### src/rtl/fifo_push_arb_pkg.sv
// Shared types and constants for the FIFO push-side round-robin arbiter.
package fifo_arb_pkg;

  typedef enum logic {
    IDLE = 1'b0,
    OWN  = 1'b1
  } arb_state_e;

  localparam int unsigned ARB_CNT_W = 32;

endpackage

### src/rtl/fifo_push_arb_if.sv
// Requester/FIFO push-side bundle; master is the arbiter, slave is the agent/FIFO side.
interface fifo_push_arb_if #(
  parameter int unsigned BUSW = 32,
  parameter int unsigned NREQ = 4
);
  import fifo_arb_pkg::*;

  localparam int unsigned OWN_W = $clog2(NREQ);

  logic [NREQ-1:0]      req;
  logic [NREQ*BUSW-1:0] data;
  logic [NREQ-1:0]      gnt;
  logic                 push;
  logic                 full;
  logic [BUSW-1:0]      datain;
  logic [OWN_W-1:0]     arb_owner;
  logic                 arb_busy;
  logic [ARB_CNT_W-1:0] push_cnt;

  modport master (
    input  req, data, full,
    output gnt, push, datain, arb_owner, arb_busy, push_cnt
  );

  modport slave (
    output req, data, full,
    input  gnt, push, datain, arb_owner, arb_busy, push_cnt
  );

endinterface

### src/rtl/fifo_rr_pick.sv
// Combinational round-robin finder: first set request bit above last_owner, wrapping.
module fifo_rr_pick #(
  parameter int unsigned NREQ = 4
) (
  input  logic [NREQ-1:0]         req,
  input  logic [$clog2(NREQ)-1:0] last_owner,
  output logic [$clog2(NREQ)-1:0] pick,
  output logic                    any
);

  localparam int unsigned OW = $clog2(NREQ);

  logic [OW-1:0] idx;

  // Scan offsets 1..NREQ so last_owner itself is considered last.
  always_comb begin
    pick = '0;
    any  = 1'b0;
    idx  = '0;
    for (int unsigned k = 1; k <= NREQ; k++) begin
      idx = OW'((32'(last_owner) + k) % NREQ);
      if (!any && req[idx]) begin
        pick = idx;
        any  = 1'b1;
      end
    end
  end

endmodule

### src/rtl/fifo_push_arb.sv
// Round-robin arbiter sharing one FIFO push port between NREQ requesters, bursts of up to MAXBURST.
module fifo_push_arb
  import fifo_arb_pkg::*;
#(
  parameter int unsigned BUSW     = 32,
  parameter int unsigned NREQ     = 4,
  parameter int unsigned MAXBURST = 4
) (
  input  logic            clk,
  input  logic            rst,
  fifo_push_arb_if.master bus
);

  localparam int unsigned OW = $clog2(NREQ);
  localparam int unsigned BW = $clog2(MAXBURST + 1);

  arb_state_e           state_q, state_d;
  logic [OW-1:0]        owner_q, owner_d;
  logic [OW-1:0]        last_owner_q, last_owner_d;
  logic [BW-1:0]        beat_cnt_q, beat_cnt_d;
  logic [ARB_CNT_W-1:0] push_cnt_q, push_cnt_d;

  logic [OW-1:0]   pick;
  logic            any;
  logic            own_req_c;
  logic            push_c;
  logic [BUSW-1:0] slice [NREQ];

  fifo_rr_pick #(.NREQ(NREQ)) u_pick (
    .req        (bus.req),
    .last_owner (last_owner_q),
    .pick       (pick),
    .any        (any)
  );

  for (genvar g = 0; g < NREQ; g++) begin : g_slice
    assign slice[g] = bus.data[g*BUSW +: BUSW];
  end

  // full gates push in the same cycle, so the FIFO can never overflow.
  assign own_req_c = bus.req[owner_q];
  assign push_c    = (state_q == OWN) && own_req_c && !bus.full;

  always_comb begin
    state_d      = state_q;
    owner_d      = owner_q;
    last_owner_d = last_owner_q;
    beat_cnt_d   = beat_cnt_q;
    push_cnt_d   = push_cnt_q;
    case (state_q)
      IDLE: begin
        if (any) begin
          owner_d    = pick;
          beat_cnt_d = '0;
          state_d    = OWN;
        end
      end
      OWN: begin
        if (push_c) begin
          beat_cnt_d = beat_cnt_q + BW'(1);
          push_cnt_d = push_cnt_q + ARB_CNT_W'(1);
          if (beat_cnt_q == BW'(MAXBURST - 1)) begin
            state_d      = IDLE;
            last_owner_d = owner_q;
          end
        end else if (!own_req_c) begin
          state_d      = IDLE;
          last_owner_d = owner_q;
        end
      end
      default: state_d = IDLE;
    endcase
  end

  always_ff @(posedge clk or posedge rst) begin
    if (rst) begin
      state_q      <= IDLE;
      owner_q      <= '0;
      last_owner_q <= OW'(NREQ - 1);
      beat_cnt_q   <= '0;
      push_cnt_q   <= '0;
    end else begin
      state_q      <= state_d;
      owner_q      <= owner_d;
      last_owner_q <= last_owner_d;
      beat_cnt_q   <= beat_cnt_d;
      push_cnt_q   <= push_cnt_d;
    end
  end

  // datain is forced to zero off-transfer to keep the FIFO input X-free.
  always_comb begin
    bus.push   = push_c;
    bus.gnt    = '0;
    bus.datain = '0;
    if (push_c) begin
      bus.gnt[owner_q] = 1'b1;
      bus.datain       = slice[owner_q];
    end
  end

  assign bus.arb_owner = owner_q;
  assign bus.arb_busy  = (state_q == OWN);
  assign bus.push_cnt  = push_cnt_q;

endmodule

### src/flat_wrapper.sv
// flat-port wrapper written by rule: the top's interface ports become plain ports
module fifo_push_arb_flat import fifo_arb_pkg::*;
#(
  parameter int unsigned BUSW     = 32,
  parameter int unsigned NREQ     = 4,
  parameter int unsigned MAXBURST = 4
)
  (clk, rst, bus_req, bus_data, bus_full, bus_gnt, bus_push, bus_datain, bus_arb_owner, bus_arb_busy, bus_push_cnt);
  fifo_push_arb_if #(.BUSW(BUSW), .NREQ(NREQ)) bus_i ();
  input  logic clk;
  input  logic rst;
  input wire logic [$bits(bus_i.req)-1:0] bus_req;
  input wire logic [$bits(bus_i.data)-1:0] bus_data;
  input wire logic [$bits(bus_i.full)-1:0] bus_full;
  output wire logic [$bits(bus_i.gnt)-1:0] bus_gnt;
  output wire logic [$bits(bus_i.push)-1:0] bus_push;
  output wire logic [$bits(bus_i.datain)-1:0] bus_datain;
  output wire logic [$bits(bus_i.arb_owner)-1:0] bus_arb_owner;
  output wire logic [$bits(bus_i.arb_busy)-1:0] bus_arb_busy;
  output wire logic [$bits(bus_i.push_cnt)-1:0] bus_push_cnt;
  assign bus_i.req = bus_req;
  assign bus_i.data = bus_data;
  assign bus_i.full = bus_full;
  assign bus_gnt = bus_i.gnt;
  assign bus_push = bus_i.push;
  assign bus_datain = bus_i.datain;
  assign bus_arb_owner = bus_i.arb_owner;
  assign bus_arb_busy = bus_i.arb_busy;
  assign bus_push_cnt = bus_i.push_cnt;
  fifo_push_arb #(.BUSW(BUSW), .NREQ(NREQ), .MAXBURST(MAXBURST)) u_core (.clk(clk), .rst(rst), .bus(bus_i));
endmodule
### config.mk
export PLATFORM = sky130hd
export DESIGN_NAME = fifo_push_arb_flat
export DESIGN_NICKNAME = d
export VERILOG_FILES = /design/src/rtl/fifo_push_arb_pkg.sv /design/src/rtl/fifo_push_arb_if.sv /design/src/rtl/fifo_rr_pick.sv /design/src/rtl/fifo_push_arb.sv /design/src/flat_wrapper.sv
export SDC_FILE = /design/constraint.sdc
export NUM_CORES = 1
export LEC_CHECK = 0
export BUFFER_PORTS_ARGS = -buffer_cell sky130_fd_sc_hd__buf_2
export CAP_MARGIN = 20
export CORE_ASPECT_RATIO = 1.2
export CORE_UTILIZATION = 45
export CTS_CLUSTER_SIZE = 40
export DETAILED_ROUTE_END_ITERATION = 10
export GPL_TIMING_DRIVEN = 0
export MAX_ROUTING_LAYER = met4
export PLACE_DENSITY = 0.86
export SYNTH_ARGS = -nofsm -noshare
export SYNTH_HDL_FRONTEND = slang
export SYNTH_SLANG_ARGS = --single-unit
### constraint.sdc
create_clock -name clk -period 2.7 [get_ports clk]
set_input_delay 0.27 -clock clk [delete_from_list [all_inputs] [get_ports clk]]
set_output_delay 0.27 -clock clk [all_outputs]
set_load 0.1 [all_outputs]
==> results of run 1 <==
## where the power goes
part           total, mW  leakage, nW  switching (mW)  internal (mW)
clock              0.478       0.0542           0.205          0.273
combinational       3.16         1.70            2.17          0.992
sequential         0.798        0.528          0.0987          0.699
total               4.43         2.28            2.47           1.96
## per-layer routing
metal,part of all wire,vias to the layer above,wire [um],track usage
met5,0,-,0,-
met4,0.014,0,138,0.07532
met3,0.10,14,1001,0.1156
met2,0.49,149,4861,0.4970
met1,0.39,1379,3892,0.3524
li1,-,1377,-,-
## synth_stat cells, types with 2 or more instances
cell	instances	share of area
a21oi_1	6	0.010
and2_1	33	0.069
and3_1	3	0.0063
and4_1	2	0.0059
buf_2	6	0.010
buf_4	2	0.0050
clkbuf_1	6	0.0075
dfrtp_1	38	0.32
dfstp_2	2	0.018
ha_1	3	0.013
inv_1	5	0.0063
mux2_2	3	0.011
mux2i_1	2	0.0067
mux4_2	32	0.24
nand2_1	23	0.029
nand3_1	12	0.020
nand3_4	2	0.012
nand4_1	3	0.0063
nand4_2	2	0.0084
nor2_1	14	0.018
nor3_1	3	0.0050
nor3_2	5	0.017
o21ai_0	6	0.010
xnor2_1	17	0.050
xor2_1	14	0.041
## sequential cells by signal (all words and copies together) (netlist names)
name and flops:
u_core.bus.arb_owner 2, u_core.bus.push_cnt 32, u_core.last_owner_q 2, u_core.bus.arb_busy 1
u_core.beat_cnt_q 3
## per-stage QoR
step	std cells	hold slack, ns	setup slack [ns]
floorplan	261	0.4581	-0.06996
global placement	552	0.4524	0.1571
detailed placement	552	0.4517	0.1007
CTS	560	0.1572	0.0004496
global route	564	0.2111	0.03140
finish	565	0.1365	0.1098
## area by class of cell
| class | count | area share |
|---|---|---|
| inverter | 6 | 0.005396 |
| sequential | 40 | 0.2286 |
| clock inverter | 3 | 0.009656 |
| antenna | 5 | 0.002840 |
| buffer | 16 | 0.02045 |
| clock buffer | 5 | 0.01562 |
| tap | 85 | 0.02414 |
| timing repair buffer | 206 | 0.2522 |
| multi-input combinational | 199 | 0.4411 |
## kinds of logic after synthesis
family,after synthesis,share of synthesized area
AO/OA/AOI/OAI,17,0.03478
XOR/XNOR,31,0.09091
adder cells (fa/ha/maj),3,0.01257
buffers and inverters,22,0.03686
flip-flops,40,0.3360
multiplexers,37,0.2593
AND/OR/NAND/NOR,111,0.2296
## final timing paths
check	start	slack, ns	depth (start not counted)	to
worst max-delay path	u_core.bus.arb_owner[0]$_DFFE_PP0P_	0.11	7	bus_datain[17]
worst min-delay path	rst	0.14	2	u_core.bus.push_cnt[31]$_DFFE_PP0P_
worst max register to register	u_core.bus.arb_owner[0]$_DFFE_PP0P_	0.84	7	u_core.bus.push_cnt[8]$_DFFE_PP0P_
worst min register to register	u_core.bus.push_cnt[31]$_DFFE_PP0P_	0.46	1	u_core.bus.push_cnt[31]$_DFFE_PP0P_
max in group asynchronous	rst	2.01	2	u_core.bus.arb_owner[1]$_DFFE_PP0P_
min in group clk	bus_req[0]	0.35	3	u_core.bus.arb_busy$_DFF_PP0_
## critical path, cell delays in order (launching register included)
cell      delay (ns)
dfrtp_2         0.43
or3b_4          0.44
o21a_4          0.23
clkinv_2        0.06
buf_8           0.14
clkbuf_2        0.24
and2_2          0.20
buf_4           0.29
==> impl_metrics.csv, run 1 <==
group,metric,value,unit
power_and_ir_drop,p_total,4.435,mW
timing,slew_viol_final,0,
timing,fin_skew,0.006539,ns
worst_setup_path,cp.arrival,2.32,ns
routing,drtPass1Iterations,7,
clock_network,htree_levels,2,
timing,max_slew.worst_pin.slew,0.8053,ns
yosys,syn-cell-area,2987,sq um
yosys,yosysWarnings,0,
layout,syn_to_final_growth,47.51,%
yosys,async_flop_share,1.000,
timing,rsz0062_at_grt,"no",
worst_setup_path,worstSetupStartpointType,"flop",
run_status,status,"complete, but fails checks",
floorplanning,fp.dieH,91.25,um
layout,final_cell_mix,"buf_2, dfrtp_1, mux4_2, and2_2, nand2_1",
yosys,synth_top_flop_cell,"dfrtp_1",
routing,drcViolationCount,4,
placed_design,place_area,4194,sq um
global_routing,overflow,0,
timing,max_slew_margin,0.4623,
clock_network,root_buffer,"clkbuf_8",
clock_network,path_clk_slew,0.07,ns
power_and_ir_drop,power.leakage,2.283,nW
timing,finalCriticalPeriod,2.590,ns
timing,post-route-period-util,0.9593,
power_and_ir_drop,irDropWorstVdd,0.7422,mV
routing,drt_first_iter_violations,81,
clock_network,clk_path_buf_depth,2,
yosys,synth_nets,399,
run_status,violations,"DRC",
global_routing,grt_pass1_vias,3059,
timing,finalHoldViolCount,0,
timing,finalSetupViolations,0,
layout,stdcell_area,4405,sq um
global_routing,grt_pass1_wl,15.70,mm
worst_setup_path,worstPathRequired,2.43,ns
layout,num-fill-cells,506,
min_path,hp-class,"input pin to async pin",
layout,final_common_cell,"buf_2",
clock_network,cts.repair.resized,20,
clock_network,postCtsSetupRepairBufs,0,
yosys,synth-seq-cells,40,
worst_setup_path,cp_max_fo,10,
floorplanning,io_pins,207,
placed_design,dp_hpwl,8.208,mm
clock_network,numCtsBuffers,5,
yosys,yosysSeqAreaShare,0.3360,
worst_setup_path,crit_type,"flop to output pin",
yosys,synth_edf_count,0,
layout,drive_above_1_share,0.6716,
routing,num_vias,2919,
global_routing,antenna_found_initial,4,
placed_design,portBuffers,206,
floorplanning,die_area,6968,sq um
floorplanning,coreArea,6406,sq um
power_and_ir_drop,power_density,1007,nW/um^2
routing,wl_per_cell,17.51,um
run,cap_violations,0,
clock_network,clk_latency,0.29,ns
floorplanning,rows,32,
layout,multi_input_area,1943,sq um
yosys,synth_cell_types,42,
floorplanning,start_util,0.4662,
layout,regArea,1007,sq um
clock_network,clkSinkCount,40,
layout,post-route-util,0.6877,
layout,nets,612,
routing,routed_via_density,5.166,
global_routing,track_usage,0.3041,
clock_network,cts_tree,"built",
timing,tns,0,ns
yosys,syn_area_per_cell,11.44,sq um
floorplanning,die_w,76.37,um
yosys,netlist_instances,261,
clock_network,ctsHoldBuffers,0,
timing,fmax,386.1,MHz
global_routing,grt_max_degree,41,
routing,wl,9.894,mm
worst_setup_path,cp-end-kind,"output pin",
routing,antenna_left,0,
placed_design,gp_congestion,0.8870,
No activity file was read; power rests on OpenSTA's default activity.
==> run 2: changes to the inputs <==
--- a/config.mk
+++ b/config.mk
@@ -7,7 +7,7 @@
 export LEC_CHECK = 0
 export BUFFER_PORTS_ARGS = -buffer_cell sky130_fd_sc_hd__buf_2
 export CAP_MARGIN = 20
-export CORE_ASPECT_RATIO = 1.2
+export CORE_ASPECT_RATIO = 1.4
 export CORE_UTILIZATION = 45
 export CTS_CLUSTER_SIZE = 40
 export DETAILED_ROUTE_END_ITERATION = 10
==> run 2 against run 1 <==
Against the previous run:
- the run still ends with DRC left
- count of clock-buffer cells in the layout up 2
- via count up 3.3%
- clock power up 14%
- critical path type unchanged
- largest cell class unchanged
==> impl_metrics.csv, run 2 (synthesis gave the netlist of run 1 again) <==
group,metric,value,unit
routing,num_vias,3016,
worst_setup_path,reg2regPathDepth,7,
layout,stdcell_area,4405,sq um
clock_network,htree_levels,2,
routing,wl,10.44,mm
run,cap_violations,0,
power_and_ir_drop,seqPwrFrac,0.178,
layout,post-route-util,0.6997,
timing,max_slew.worst_pin.slew,0.8297,ns
worst_setup_path,cp_max_fo,10,
timing,rsz0062_at_grt,"no",
worst_setup_path,cp_num_buf_inv,4,
worst_setup_path,max_stage_delay,0.43,ns
timing,post-route-period-util,0.9586,
layout,final_common_cell,"buf_2",
layout,largest_reg_flops,32,
global_routing,track_usage,0.3200,
timing,max_slew_margin,0.4461,
floorplanning,io_pins,207,
global_routing,grt_max_degree,41,
timing,finalCriticalPeriod,2.588,ns
worst_setup_path,r2r_slack,0.85,ns
power_and_ir_drop,power_density,1023,nW/um^2
clock_network,numCtsBuffers,5,
layout,num-fill-cells,485,
placed_design,post-place-ws,0.2146,ns
clock_network,path_clk_slew,0.08,ns
floorplanning,coreArea,6296,sq um
worst_setup_path,worstSetupStartpointType,"flop",
floorplanning,die_area,6971,sq um
timing,fmax,386.4,MHz
clock_network,clkSinkCount,40,
routing,antenna_left,0,
placed_design,dp_hpwl,8.501,mm
worst_setup_path,worst-path-stages,7,
layout,drive_above_1_share,0.6737,
layout,final_cell_mix,"buf_2, dfrtp_1, mux4_2, and2_2, buf_4",
floorplanning,start_util,0.4744,
layout,nets,612,
clock_network,cts_tree,"built",
timing,fin_skew,0.006532,ns
placed_design,gp_congestion,0.8683,
routing,drt_first_iter_violations,104,
power_and_ir_drop,p_total,4.505,mW
global_routing,grt_pass1_wl,16.28,mm
timing,finalSetupViolations,0,
worst_setup_path,cp.arrival,2.32,ns
clock_network,root_buffer,"clkbuf_8",
worst_setup_path,r2r-start,"u_core.bus.arb_owner[0]$_DFFE_PP0P_",
timing,slew_viol_final,0,
power_and_ir_drop,switchingPower,2.485,mW
power_and_ir_drop,irDropWorstVdd,0.5901,mV
layout,syn_to_final_growth,47.51,%
run_status,violations,"DRC",
worst_setup_path,crit_path_cell_trace,"or3b_4, o21a_4, clkinv_2, buf_8, buf_2, and2_4, clkbuf_4",
worst_setup_path,crit_type,"flop to output pin",
power_and_ir_drop,p_int,2.020,mW
global_routing,overflow,0,
floorplanning,rows,34,
power_and_ir_drop,clkPwrFrac,0.121,
power_and_ir_drop,comb_power_share,0.701,
worst_setup_path,r2r_end,"u_core.bus.push_cnt[2]$_DFFE_PP0P_",
floorplanning,die_w,70.85,um
placed_design,place_area,4178,sq um
timing,tns,0,ns
worst_setup_path,cp-end-kind,"output pin",
min_path,hp-class,"input pin to async pin",
global_routing,antenna_found_initial,5,
worst_setup_path,worstPathRequired,2.43,ns
worst_setup_path,cpMaxStageDelayCell,"or3b_4",
global_routing,grt_pass1_vias,3157,
timing,finalHoldViolCount,0,
routing,routed_via_density,5.464,
clock_network,clk_path_buf_depth,2,
run_status,status,"complete, but fails checks",
power_and_ir_drop,sw_frac_of_total,0.5516,
routing,drtPass1Iterations,8,
routing,drcViolationCount,36,
routing,wl_per_cell,18.91,um
clock_network,clk_latency,0.30,ns
power_and_ir_drop,power.leakage,2.299,nW
placed_design,portBuffers,206,
timing,worst_slack,0.1117,ns
floorplanning,fp.dieH,98.40,um
worst_setup_path,critPathTopFamily,"buffers and inverters",
[run 2: cell types whose count changed in the layout (fill, tap and decap cells not counted), sizes merged]
cell	change
clkinvlp	-1
clkinv	-1
buf	+3
clkbuf	-1
[run 2: power groups by stage]
stage	logic, mW	clock network (mW)	registers (mW)
4_1_cts	3.14	0.551	0.799
3_3_place_gp	3.04	0	0.801
5_1_grt	3.32	0.577	0.816
2_1_floorplan	2.19	0	1.17
3_5_place_dp	3.08	0	0.809
6_report	3.16	0.543	0.802
[run 2: worst max-delay path by stage]
stage	endpoint	slack [ns]	from
6_report	bus_datain[28]	0.11	u_core.bus.arb_owner[0]$_DFFE_PP0P_
5_1_grt	bus_datain[28]	0.003	u_core.bus.arb_owner[0]$_DFFE_PP0P_
4_1_cts	bus_datain[28]	0.001	u_core.bus.arb_owner[0]$_DFFE_PP0P_
3_5_place_dp	bus_datain[9]	0.21	u_core.bus.arb_owner[0]$_DFFE_PP0P_
3_3_place_gp	bus_datain[9]	0.20	u_core.bus.arb_owner[0]$_DFFE_PP0P_
2_1_floorplan	bus_datain[25]	-0.07	u_core.bus.arb_busy$_DFF_PP0_
[run 2: area by class of cell]
cell class	instances	area, sq um	area share
Inverter	6	23.77	0.005396
Buffer	16	91.34	0.02073
Multi-Input combinational cell	199	1943	0.4411
Timing Repair Buffer	206	1111	0.2522
Antenna cell	5	12.51	0.002840
Clock inverter	1	30.03	0.006816
Clock buffer	7	96.34	0.02187
Sequential cell	40	1007	0.2286
Tap cell	72	90.09	0.02045
[run 2: per-layer routing]
layer / up-vias / wire length (um) / GRT usage / part of all wire
met5: - / 0 / - / 0
met1: 1445 / 3836 / 0.3669 / 0.37
met3: 22 / 1406 / 0.1465 / 0.13
li1: 1379 / - / - / -
met2: 170 / 4952 / 0.5007 / 0.47
met4: 0 / 245 / 0.09692 / 0.023
[run 2: what timing repair did]
item / in CTS / in global routing
setup buffers: 0 / 0
resized for setup: 23 / 16
hold buffers: 0 / 0
setup endpoints to repair: 22 / 32
[run 2: through the flow]
| step | hold slack (ns) | instances |
|---|---|---|
| after floorplan | 0.4581 | 261 |
| after global placement | 0.4524 | 539 |
| after global routing | 0.2013 | 552 |
| after CTS | 0.1523 | 547 |
| after detailed placement | 0.4602 | 539 |
| final | 0.1230 | 552 |
==> run 3: changes to the inputs <==
--- a/config.mk
+++ b/config.mk
@@ -5,15 +5,14 @@
 export SDC_FILE = /design/constraint.sdc
 export NUM_CORES = 1
 export LEC_CHECK = 0
-export BUFFER_PORTS_ARGS = -buffer_cell sky130_fd_sc_hd__buf_2
 export CAP_MARGIN = 20
-export CORE_ASPECT_RATIO = 1.4
-export CORE_UTILIZATION = 45
+export CORE_AREA = 2 2 80 82
 export CTS_CLUSTER_SIZE = 40
 export DETAILED_ROUTE_END_ITERATION = 10
+export DIE_AREA = 0 0 82 84
+export DONT_BUFFER_PORTS = 1
 export GPL_TIMING_DRIVEN = 0
 export MAX_ROUTING_LAYER = met4
-export PLACE_DENSITY = 0.86
 export SYNTH_ARGS = -nofsm -noshare
 export SYNTH_HDL_FRONTEND = slang
 export SYNTH_SLANG_ARGS = --single-unit
==> run 3 against run 2 <==
Against the previous run:
- the run now ends clean
- sequential power rose by 53%
- sequential share of layout area rose by 6.5 points
- combinational power fell by 14%
- design area fell by 21%
- first-iteration DRC count fell by 49%
- count of clock-buffer cells in the layout fell by 1
- sequential cell count did not move
- total power fell by 4.2%
- final cell count fell by 35%
- via count fell by 26%
- worst hold slack got worse by 0.10 ns
- clock skew barely moved
- critical endpoint is now bus_datain[25]
- largest cell class unchanged
- largest power group unchanged
- highest routed layer unchanged
==> impl_metrics.csv, run 3 (synthesis gave the netlist of run 1 again) <==
group,metric,value,unit
run_status,status,"complete, no violations",
clock_network,clkSinkCount,40,
floorplanning,die_w,82,um
floorplanning,die_area,6888,sq um
timing,post-route-period-util,0.9799,
power_and_ir_drop,power.leakage,1.463,nW
layout,num-fill-cells,524,
floorplanning,io_pins,207,
timing,finalHoldViolCount,0,
worst_setup_path,r2r-start,"u_core.bus.push_cnt[2]$_DFFE_PP0P_",
power_and_ir_drop,irDropWorstVdd,0.7408,mV
min_path,hp-class,"input pin to async pin",
floorplanning,fp.dieH,84,um
worst_setup_path,worstPathRequired,2.43,ns
clock_network,clk_path_buf_depth,2,
floorplanning,start_util,0.4899,
layout,largest_reg_flops,32,
run,cap_violations,0,
placed_design,dp_hpwl,7.291,mm
power_and_ir_drop,p_total,4.317,mW
placed_design,dp_cells,338,
timing,fmax,378.0,MHz
timing,tns,0,ns
global_routing,grt_pass1_wl,13.04,mm
floorplanning,rows,29,
clock_network,ctsHoldBuffers,0,
global_routing,grt_pass1_vias,2328,
worst_setup_path,r2r_end,"u_core.bus.push_cnt[22]$_DFFE_PP0P_",
routing,drtPass1Iterations,4,
worst_setup_path,r2r_slack,0.13,ns
timing,finalCriticalPeriod,2.646,ns
layout,instances_no_fill,361,
worst_setup_path,cp.arrival,2.38,ns
timing,max_slew_margin,0.2863,
routing,antenna_left,0,
routing,routed_via_density,6.144,
routing,drt_first_iter_violations,53,
timing,finalSetupViolations,0,
layout,final_cell_mix,"mux4_2, and2_4, dfrtp_1, nand2_1, xnor2_1",
worst_setup_path,cp_max_fo,10,
layout,nets,415,
clock_network,numCtsBuffers,5,
placed_design,portBuffers,0,
clock_network,path_clk_slew,0.07,ns
worst_setup_path,cp-end-kind,"output pin",
clock_network,cts_tree,"built",
routing,wl_per_cell,24.98,um
global_routing,antenna_found_initial,6,
worst_setup_path,reg2regPathDepth,6,
global_routing,track_usage,0.2694,
placed_design,gp_congestion,0.8912,
clock_network,htree_levels,2,
global_routing,overflow,0,
worst_setup_path,crit_type,"flop to output pin",
global_routing,grt_max_degree,41,
layout,drive_above_1_share,0.4513,
routing,drcViolationCount,0,
routing,num_vias,2218,
worst_setup_path,worstSetupStartpointType,"flop",
layout,post-route-util,0.5692,
timing,fin_skew,0.006617,ns
layout,syn_to_final_growth,16.17,%
worst_setup_path,crit_start,"u_core.bus.arb_owner[0]$_DFFE_PP0P_",
timing,slew_viol_final,0,
routing,wl,9.017,mm
timing,max_slew.worst_pin.slew,1.071,ns
power_and_ir_drop,power_density,1244,nW/um^2
floorplanning,coreArea,6096,sq um
timing,whs,0.01969,ns
clock_network,root_buffer,"clkbuf_8",
clock_network,clk_latency,0.28,ns
## run 3: per-stage QoR
stage	setup slack, ns	area, sq um
global placement	-0.3053	3153
detailed placement	-0.2922	3159
CTS	0.001456	3361
finish	0.05427	3470
floorplan	-0.06996	3057
global route	-0.0007394	3467
## run 3: cell type report
type	count	area [sq um]	share of cell area
Antenna cell	7	17.52	0.005049
Inverter	6	23.77	0.006852
Buffer	16	147.6	0.04255
Timing Repair Buffer	9	92.59	0.02669
Clock inverter	1	5.005	0.001442
Tap cell	77	96.34	0.02777
Clock buffer	6	72.57	0.02092
Multi-Input combinational cell	199	1994	0.5748
Sequential cell	40	1020	0.2939
## run 3: critical path, stage by stage (launching register included)
cell and delay (ns):
dfrtp_4 0.64, or3b_4 0.43, o21a_4 0.23, clkinv_2 0.07, buf_12 0.14, bufbuf_16 0.26, and2_4 0.32
## run 3: where the power goes
part	switching, mW	internal, mW	leakage (nW)
Combinational	1.74	0.984	0.900
Sequential	0.523	0.702	0.522
Clock	0.196	0.176	0.0411
## run 3: worst max path at each step
| stage | end | slack [ns] | cells after the start |
|---|---|---|---|
| 2_1_floorplan | bus_datain[25] | -0.07 | 6 |
| 3_3_place_gp | bus_datain[29] | -0.31 | 8 |
| 3_5_place_dp | bus_datain[29] | -0.29 | 8 |
| 4_1_cts | bus_datain[9] | 0.001 | 8 |
| 5_1_grt | bus_datain[25] | -0.0007 | 6 |
| 6_report | bus_datain[25] | 0.05 | 6 |
## run 3: routing by layer
metal  GRT usage  vias to the layer above  part of all wire
met3      0.1483                       14              0.15
li1            -                      988                 -
met4     0.08939                        0             0.016
met1      0.3212                     1085              0.37
met2      0.3865                      131              0.46
met5           -                        -                 0
## run 3: what timing repair did
item	4_1_cts	5_1_grt
pin swaps	10	2
buffers inserted	1	7
gates resized for setup	43	15
cloned	1	0
endpoints found under the setup margin	37	37
